==> src/rtl/chunked_adder.sv <==
// chunked_adder: multi-cycle adder/subtractor that processes WIDTH-bit operands
// CHUNK bits per clock, least significant chunk first, with a registered carry
// between chunks.
//
// Ports:
//   clk       - clock, rising edge
//   rst       - synchronous active-high reset
//   start     - request a new operation (accepted in IDLE and FIN, ignored in RUN)
//   sub       - 0 = add, 1 = subtract (sampled with start)
//   a, b      - operands (sampled with start)
//   cin       - carry-in (add) / borrow-in (subtract), sampled with start
//   busy      - high while chunks are being processed
//   done      - one-cycle pulse when sum/cout/ovf have just updated
//   sum       - last completed result
//   cout      - carry out of the MSB (subtract: 1 = no borrow)
//   ovf       - two's-complement overflow of the last result
//   dbg_state - current FSM state (0 = IDLE, 1 = RUN, 2 = FIN)
//
// Handshake: start is a request sampled at a rising edge; it is taken only when
// busy=0. The result is valid for exactly the cycle in which done=1 and then
// held on sum/cout/ovf until the next completion or reset.
module chunked_adder #(
    parameter int WIDTH = 8,
    parameter int CHUNK = 2
) (
    input  logic             clk,
    input  logic             rst,
    input  logic             start,
    input  logic             sub,
    input  logic [WIDTH-1:0] a,
    input  logic [WIDTH-1:0] b,
    input  logic             cin,
    output logic             busy,
    output logic             done,
    output logic [WIDTH-1:0] sum,
    output logic             cout,
    output logic             ovf,
    output logic [1:0]       dbg_state
);

    localparam int N     = WIDTH / CHUNK;
    localparam int CNT_W = (N > 1) ? $clog2(N) : 1;
    localparam logic [CNT_W-1:0] LAST = CNT_W'(N - 1);

    typedef enum logic [1:0] {
        S_IDLE = 2'd0,
        S_RUN  = 2'd1,
        S_FIN  = 2'd2
    } state_t;

    state_t           r_state;
    state_t           w_next;

    logic [WIDTH-1:0] r_a;
    logic [WIDTH-1:0] r_b;
    logic [WIDTH-1:0] r_psum;
    logic             r_carry;
    logic [CNT_W-1:0] r_cnt;
    logic [WIDTH-1:0] r_sum;
    logic             r_cout;
    logic             r_ovf;

    logic [CHUNK:0]   w_chunk;
    logic             w_c_msb;
    logic [WIDTH-1:0] w_psum_next;
    logic             w_last;
    logic             w_accept;

    // Chunk datapath. The carry into the chunk's top bit is recovered from
    // sum_bit = a ^ b ^ carry_in, which works for any CHUNK including 1
    // (where it reduces to the carry register itself).
    always_comb begin
        w_chunk     = {1'b0, r_a[CHUNK-1:0]} + {1'b0, r_b[CHUNK-1:0]}
                    + {{CHUNK{1'b0}}, r_carry};
        w_c_msb     = w_chunk[CHUNK-1] ^ r_a[CHUNK-1] ^ r_b[CHUNK-1];
        w_psum_next = r_psum >> CHUNK;
        w_psum_next[WIDTH-1 -: CHUNK] = w_chunk[CHUNK-1:0];
    end

    assign w_last   = (r_cnt == LAST);
    assign w_accept = start && (r_state != S_RUN);

    // Next-state and output decode
    always_comb begin
        w_next = r_state;
        busy   = 1'b0;
        done   = 1'b0;
        case (r_state)
            S_IDLE: begin
                if (start) w_next = S_RUN;
            end
            S_RUN: begin
                busy = 1'b1;
                if (w_last) w_next = S_FIN;
            end
            S_FIN: begin
                done   = 1'b1;
                w_next = start ? S_RUN : S_IDLE;
            end
            default: w_next = S_IDLE;
        endcase
    end

    always_ff @(posedge clk) begin
        if (rst) r_state <= S_IDLE;
        else     r_state <= w_next;
    end

    always_ff @(posedge clk) begin
        if (rst) begin
            r_a     <= '0;
            r_b     <= '0;
            r_psum  <= '0;
            r_carry <= 1'b0;
            r_cnt   <= '0;
            r_sum   <= '0;
            r_cout  <= 1'b0;
            r_ovf   <= 1'b0;
        end else if (w_accept) begin
            // Subtract is a + ~b + ~cin: invert B and the incoming carry.
            r_a     <= a;
            r_b     <= b ^ {WIDTH{sub}};
            r_carry <= cin ^ sub;
            r_cnt   <= '0;
        end else if (r_state == S_RUN) begin
            r_a     <= r_a >> CHUNK;
            r_b     <= r_b >> CHUNK;
            r_carry <= w_chunk[CHUNK];
            r_cnt   <= r_cnt + CNT_W'(1);
            r_psum  <= w_psum_next;
            if (w_last) begin
                r_sum  <= w_psum_next;
                r_cout <= w_chunk[CHUNK];
                r_ovf  <= w_c_msb ^ w_chunk[CHUNK];
            end
        end
    end

    assign sum       = r_sum;
    assign cout      = r_cout;
    assign ovf       = r_ovf;
    assign dbg_state = r_state;

endmodule
==> config.mk <==
export PLATFORM = sky130hd
export DESIGN_NAME = chunked_adder
export DESIGN_NICKNAME = d
export VERILOG_FILES = /design/src/rtl/chunked_adder.sv
export SDC_FILE = /design/constraint.sdc
export NUM_CORES = 1
export LEC_CHECK = 0
export ABC_AREA = 1
export CORE_MARGIN = 10
export CORE_UTILIZATION = 42
export CTS_BUF_LIST = sky130_fd_sc_hd__clkbuf_2
export DETAILED_ROUTE_END_ITERATION = 16
export DONT_BUFFER_PORTS = 1
export PLACE_DENSITY_LB_ADDON = 0.15
export RECOVER_POWER = 100
export SYNTH_ARGS = -nofsm -noshare
export SYNTH_HDL_FRONTEND = slang
export SYNTH_SLANG_ARGS = --single-unit
==> constraint.sdc <==
create_clock -name clk -period 2.8 [get_ports clk]
set_clock_uncertainty 0.1 [all_clocks]
set_input_delay 0.28 -clock clk [delete_from_list [all_inputs] [get_ports clk]]
set_output_delay 0.28 -clock clk [all_outputs]
set_load 0.005 [all_outputs]
==> impl_metrics.py, run 1 <==
metrics = {
    "min_path": {
        "holdCritPathClass": "primary input to flop",
        "hold_depth": 4,
    },
    "drt": {
        "drc": 0,
        "drt_first_pass_iters": 4,
        "post_drt_wl_per_cell_um": 12.45,
        "ant_nets": 0,
        "via_count": 1438,
        "totalWireLength_um": 3623,
        "drt-initial-drc-count": 62,
        "vias_per_cell": 4.942,
    },
    "final_layout": {
        "postLayoutCellArea_sq_um": 1798,
        "final_cell_mix": "nand2_1 (53), nor2_1 (44), dfxtp_1 (37), nand3_1 (27), inv_1 (20)",
        "multi_input_area_sq_um": 787.0,
        "final.fill_count": 433,
        "areaGrowthSynthToFinish_pct": 4.890,
        "final_util_pct": 45.27,
        "nNetsFinal": 264,
        "layout_commonest_cell": "nand2_1",
        "num_antenna_cells": 0,
        "regArea_sq_um": 740.7,
        "drive_gt1_share_pct": 5.394,
    },
    "global_routing": {
        "grt_pass1_vias": 1421,
        "grt_pass1_wl_um": 6451,
        "antenna_found_initial": 0,
        "grt_usage_pct": 10.74,
        "grt_max_degree": 29,
        "grt.overflow.total": 0,
    },
    "setup_path": {
        "reg2reg_depth": 8,
        "critPathLaunchType": "flop",
        "crit_arrival_ns": 2.46,
        "crit_fanout": 28,
        "required_ns": 3.02,
        "crit_type": "flop to flop",
        "cp-end-kind": "flop",
    },
    "clocking": {
        "clk_pin_slew_worst_paths_ns": 0.21,
        "post_cts.repair.setup_buffers": 0,
        "clock_latency_ns": 0.38,
        "clk_path_buf_depth": 2,
        "clockRootBuffer": "clkbuf_2",
        "cts.sinks": 37,
        "cts_buffers": 5,
        "h-tree-depth": 2,
        "tritoncts": "yes",
    },
    "pwr": {
        "swShare_pct": 29.37,
        "power.share.clock_pct": 25.1,
        "comb_power_share_pct": 14.6,
        "leakage_nw": 0.8382,
        "peakVddDrop_uv": 269.4,
        "power_mw": 0.9460,
        "internal_power_mw": 0.6682,
        "power.switching_mw": 0.2778,
        "seqPwrFrac_pct": 60.3,
        "powerDensity_nw_per_um2": 526.1,
    },
    "timing": {
        "min_period_ns": 2.237,
        "fin_crit_sh_pct": 79.88,
        "tns_ns": 0,
        "slew_violations": 0,
        "setup_violations": 0,
        "worst_slew_pin_slew_ns": 0.7147,
        "rsz0062_at_grt": "no",
        "holdWs_ns": 0.03207,
        "finalHoldViolCount": 0,
        "timing.fmax_ghz": 0.4471,
        "max_slew_margin_pct": 52.18,
    },
    "place": {
        "place_congestion": 0.7569,
        "place_area_sq_um": 1693,
        "dp_hpwl_um": 2515,
        "numPortBuffers": 0,
    },
    "floorplan": {
        "initial_utilization_pct": 43.16,
        "die-area_sq_um": 7037,
        "die_h_um": 83.89,
        "coreArea_sq_um": 3971,
        "die_w_um": 83.89,
        "io_pins": 35,
        "fp-row-count": 23,
    },
    "synthesis": {
        "avgSynthCellArea_sq_um": 7.233,
        "syn-cell-area_sq_um": 1714,
        "synth_top_area_share_pct": 43.21,
        "yosys_warnings": 0,
        "synth_nets": 261,
        "synth-seq-cells": 37,
        "synth_top_area_cell": "dfxtp_1",
        "synth_area_leaders": "dfxtp_1 (43%), nand2_1 (11%), nor2_1 (9.6%)",
        "netlist_instances": 237,
        "synth.distinct_cells": 21,
        "ys_seq_area_share_pct": 43.21,
    },
    "flow_run": {
        "cap_violations": 0,
    },
    "run_status": {
        "status": "complete, no violations",
    },
}
## what timing repair did
| action | CTS | global route |
|---|---|---|
| gates resized for setup | 0 | 0 |
| hold endpoints to repair | 13 | 0 |
| hold buffers | 7 | 0 |
## sequential cells by signal, summed over array words and instances, names as in the netlist
register   flops
cout           1
dbg_state      2
ovf            1
r_a            8
r_b            8
r_carry        1
r_cnt          2
r_psum         6
sum            8
## cell families (layout without fill, tap and decap cells)
group | Yosys count | count (layout) | synth area share, %
simple gates | 126 | 126 | 30.29
flops | 37 | 37 | 43.21
buf+inv | 34 | 38 | 10.44
compound gates | 27 | 27 | 7.883
xor+xnor | 10 | 10 | 5.110
fa+ha+maj | 3 | 3 | 3.066
## worst max-delay path, cell delays in order (launching register included)
cell and delay (ns):
dfxtp_1 0.40, inv_1 0.06, nand2_1 0.07, buf_4 0.31
nand2_1 0.29, inv_1 0.19, nand2_1 0.07, a21oi_1 0.12
dlygate4sd3_1 0.56
## cells in the mapped netlist
cell and instances:
nor2_2 1, buf_4 4, fa_1 2, o21ai_1 2, buf_2 1, or2_2 1, dfxtp_1 37, ha_1 1
buf_6 4, xor2_1 3, inv_6 1, o21ai_0 14, nor2_1 44, inv_2 1, nand2_1 52, xnor2_1 7
nand2_4 1, nand3_1 27, a21oi_1 11, inv_1 20, clkbuf_1 3
## cell type report
| class | count | share of cell area (%) |
|---|---|---|
| clock inverters | 3 | 0.9743 |
| clock buffers | 5 | 1.392 |
| inverters | 22 | 4.871 |
| flip-flops and latches | 37 | 41.20 |
| well taps | 50 | 3.479 |
| repair buffers | 8 | 4.315 |
| multi-input cells | 166 | 43.77 |
## layer usage
metal,part of all wire [%],global-route usage [%],vias to the layer above
li1,-,-,748
met1,44,12.17,652
met2,47,17.42,36
met3,8.5,4.785,2
met4,0.63,3.653,0
met5,0,0,-
## metrics by stage
step	worst slack [ns]	instances
final	0.5633	291
after global routing	0.3839	291
after CTS	0.7331	291
after detailed placement	0.8622	276
after global placement	0.9073	276
after floorplan	0.9610	237
## power groups by stage
| stage | sequential (mW) | combinational [mW] | clock, mW |
|---|---|---|---|
| 2_1_floorplan | 0.577 | 0.127 | 0 |
| 3_3_place_gp | 0.581 | 0.129 | 0 |
| 3_5_place_dp | 0.582 | 0.130 | 0 |
| 4_1_cts | 0.571 | 0.143 | 0.251 |
| 5_1_grt | 0.575 | 0.164 | 0.268 |
| 6_report | 0.570 | 0.138 | 0.238 |
## path summary, 6_finish.rpt
path,startpoint,endpoint,slack [ns]
max,dbg_state[1],r_b[6],0.56
min,start,r_a[4],0.03
max reg2reg,dbg_state[1],r_b[6],0.56
min reg2reg,r_b[7],r_b[7],0.38
Power figures use the tool's default switching activity.
==> run 2: changes to the inputs <==
clock period = 1.8 ns   (was 2.8 ns; I/O delays follow)
==> run 2 against run 1 <==
  * The flow now finishes with violations (negative setup slack)
  * Cell area increased by 16%
  * Largest cell class unchanged
  * Via count grew 5.9%
  * Flip-flop and latch count is the same
==> impl_metrics.py, run 2 (synthesis gave the netlist of run 1 again) <==
metrics = {
    "final_layout": {
        "num_antenna_cells": 0,
        "nNetsFinal": 292,
        "final_cell_mix": "nand2_1 (47), nor2_1 (44), dfxtp_1 (34), nand3_1 (27), dlygate4sd3_1 (26)",
        "areaGrowthSynthToFinish_pct": 21.82,
        "layout_commonest_cell": "nand2_1",
        "drive_gt1_share_pct": 13.75,
    },
    "floorplan": {
        "io_pins": 35,
        "die_w_um": 83.89,
        "die_h_um": 83.89,
        "die-area_sq_um": 7037,
        "fp-row-count": 23,
        "coreArea_sq_um": 3971,
        "initial_utilization_pct": 43.16,
    },
    "timing": {
        "fin_crit_sh_pct": 106.5,
        "slew_violations": 0,
        "fin_ws_ns": -0.1175,
        "rsz0062_at_grt": "yes",
        "tns_ns": -0.2200,
        "holdWs_ns": 0.04710,
        "max_slew_margin_pct": 65.38,
        "min_period_ns": 1.918,
        "finalHoldViolCount": 0,
        "worst_slew_pin_slew_ns": 0.5187,
        "setup_violations": 2,
        "timing.fmax_ghz": 0.5215,
    },
    "setup_path": {
        "cp_common_cell": "buf_4",
        "cpPeakStageDelay_ns": 0.49,
        "crit_chain": "inv_2, fa_2, fa_2, buf_4, buf_4, buf_4, a21oi_2",
        "cp-end-kind": "flop",
        "r2r-end": "sum[7]",
        "crit_arrival_ns": 2.16,
        "required_ns": 2.04,
        "crit_fanout": 4,
        "r2r_slack_ns": -0.12,
        "reg2reg_depth": 7,
        "critPathLaunchType": "flop",
        "path_buf_inv": 4,
        "setup.worst_path.start": "r_a[0]",
        "critPathTopFamily": "adder cells",
        "regToRegStartpoint": "r_a[0]",
        "slowest_stage": "fa_2",
        "crit_type": "flop to flop",
    },
    "run_status": {
        "violations": "negative setup slack",
        "status": "finished with violations",
    },
    "drt": {
        "post_drt_wl_per_cell_um": 12.29,
        "totalWireLength_um": 3920,
        "vias_per_cell": 4.774,
        "drt-initial-drc-count": 49,
        "via_count": 1523,
        "ant_nets": 0,
        "drt_first_pass_iters": 4,
        "drc": 0,
    },
    "place": {
        "pre_cts_ws_ns": -0.1041,
        "numPortBuffers": 0,
        "place_congestion": 0.7258,
        "dp_hpwl_um": 2515,
    },
    "clocking": {
        "h-tree-depth": 2,
        "tritoncts": "yes",
        "clockRootBuffer": "clkbuf_2",
        "cts_buffers": 5,
        "clk_path_buf_depth": 2,
        "cts.sinks": 37,
        "clock_latency_ns": 0.40,
        "clk_pin_slew_worst_paths_ns": 0.19,
    },
    "pwr": {
        "internal_power_mw": 1.105,
        "power.share.clock_pct": 24.1,
        "powerDensity_nw_per_um2": 756.0,
        "comb_power_share_pct": 19.7,
        "peakVddDrop_uv": 387.1,
        "power.switching_mw": 0.4740,
        "leakage_nw": 0.9599,
        "seqPwrFrac_pct": 56.2,
        "swShare_pct": 30.02,
    },
    "min_path": {
        "holdCritStartpoint": "start",
        "holdCritPathClass": "primary input to flop",
        "hold_depth": 5,
        "hold_end": "r_a[1]",
    },
    "flow_run": {
        "cap_violations": 0,
    },
    "global_routing": {
        "grt.overflow.total": 0,
        "grt_max_degree": 25,
        "antenna_found_initial": 0,
        "grt_usage_pct": 11.40,
        "grt_pass1_wl_um": 6796,
        "grt_pass1_vias": 1444,
    },
}
## run 2: cell types whose count changed in the layout (fill, tap and decap cells not counted), moves of 5 or more
cell / change
dlygate4sd3_1: +19
buf_4: +8
nand2_1: -6
nand2_2: +5
## run 2: power by group through the flow
stage | logic [mW] | registers (mW) | clock network, mW
after CTS | 0.298 | 0.887 | 0.394
after detailed placement | 0.223 | 0.904 | 0
final | 0.310 | 0.888 | 0.380
after floorplan | 0.198 | 0.899 | 0
after global routing | 0.353 | 0.894 | 0.431
after global placement | 0.220 | 0.904 | 0
## run 2: worst min-delay path, delay by kind of cell
family | cells | cell delay [ns]
buffers and inverters | 2 | 0.11
AND/OR/NAND/NOR | 3 | 0.23
## run 2: final cells by class
class,count,area (sq um)
fill,407,1883
multi-input combinational,166,819.5
sequential,37,744.5
timing repair buffer,36,331.6
inverter,22,87.58
tap,50,62.56
clock buffer,5,25.02
clock inverter,3,17.52
## run 2: per-layer routing
metal  GRT usage (%)  part of all wire [%]  vias to the layer above
li1                -                     -                      799
met1           12.04                    44                      681
met2           19.16                    47                       35
met3           5.078                   7.4                        8
met4           4.871                   1.7                        0
met5               0                     0                        -
## run 2: worst max-delay path by stage
stage | end | slack (ns) | cells after the start
after floorplan | ovf | -0.004 | 9
after global placement | ovf | -0.06 | 9
after detailed placement | ovf | -0.10 | 9
after CTS | ovf | -0.07 | 9
after global routing | ovf | -0.21 | 9
final | sum[7] | -0.12 | 7
## run 2: timing repair
action,CTS,global route
cloned,0,0
endpoints found under the hold margin,20,0
setup buffers,1,1
endpoints found under the setup margin,1,3
pin swaps,1,7
hold buffers,26,0
resized for setup,3,10
## run 2: per-stage QoR
step	utilization [%]	total power, mW	cell area (sq um)	std cells
5_1_grt	52.58	1.678	2088	319
2_1_floorplan	-	1.097	1718	237
6_report	52.58	1.579	2088	319
3_5_place_dp	44.05	1.127	1749	283
4_1_cts	51.95	1.579	2063	318
3_3_place_gp	44.05	1.123	1749	283
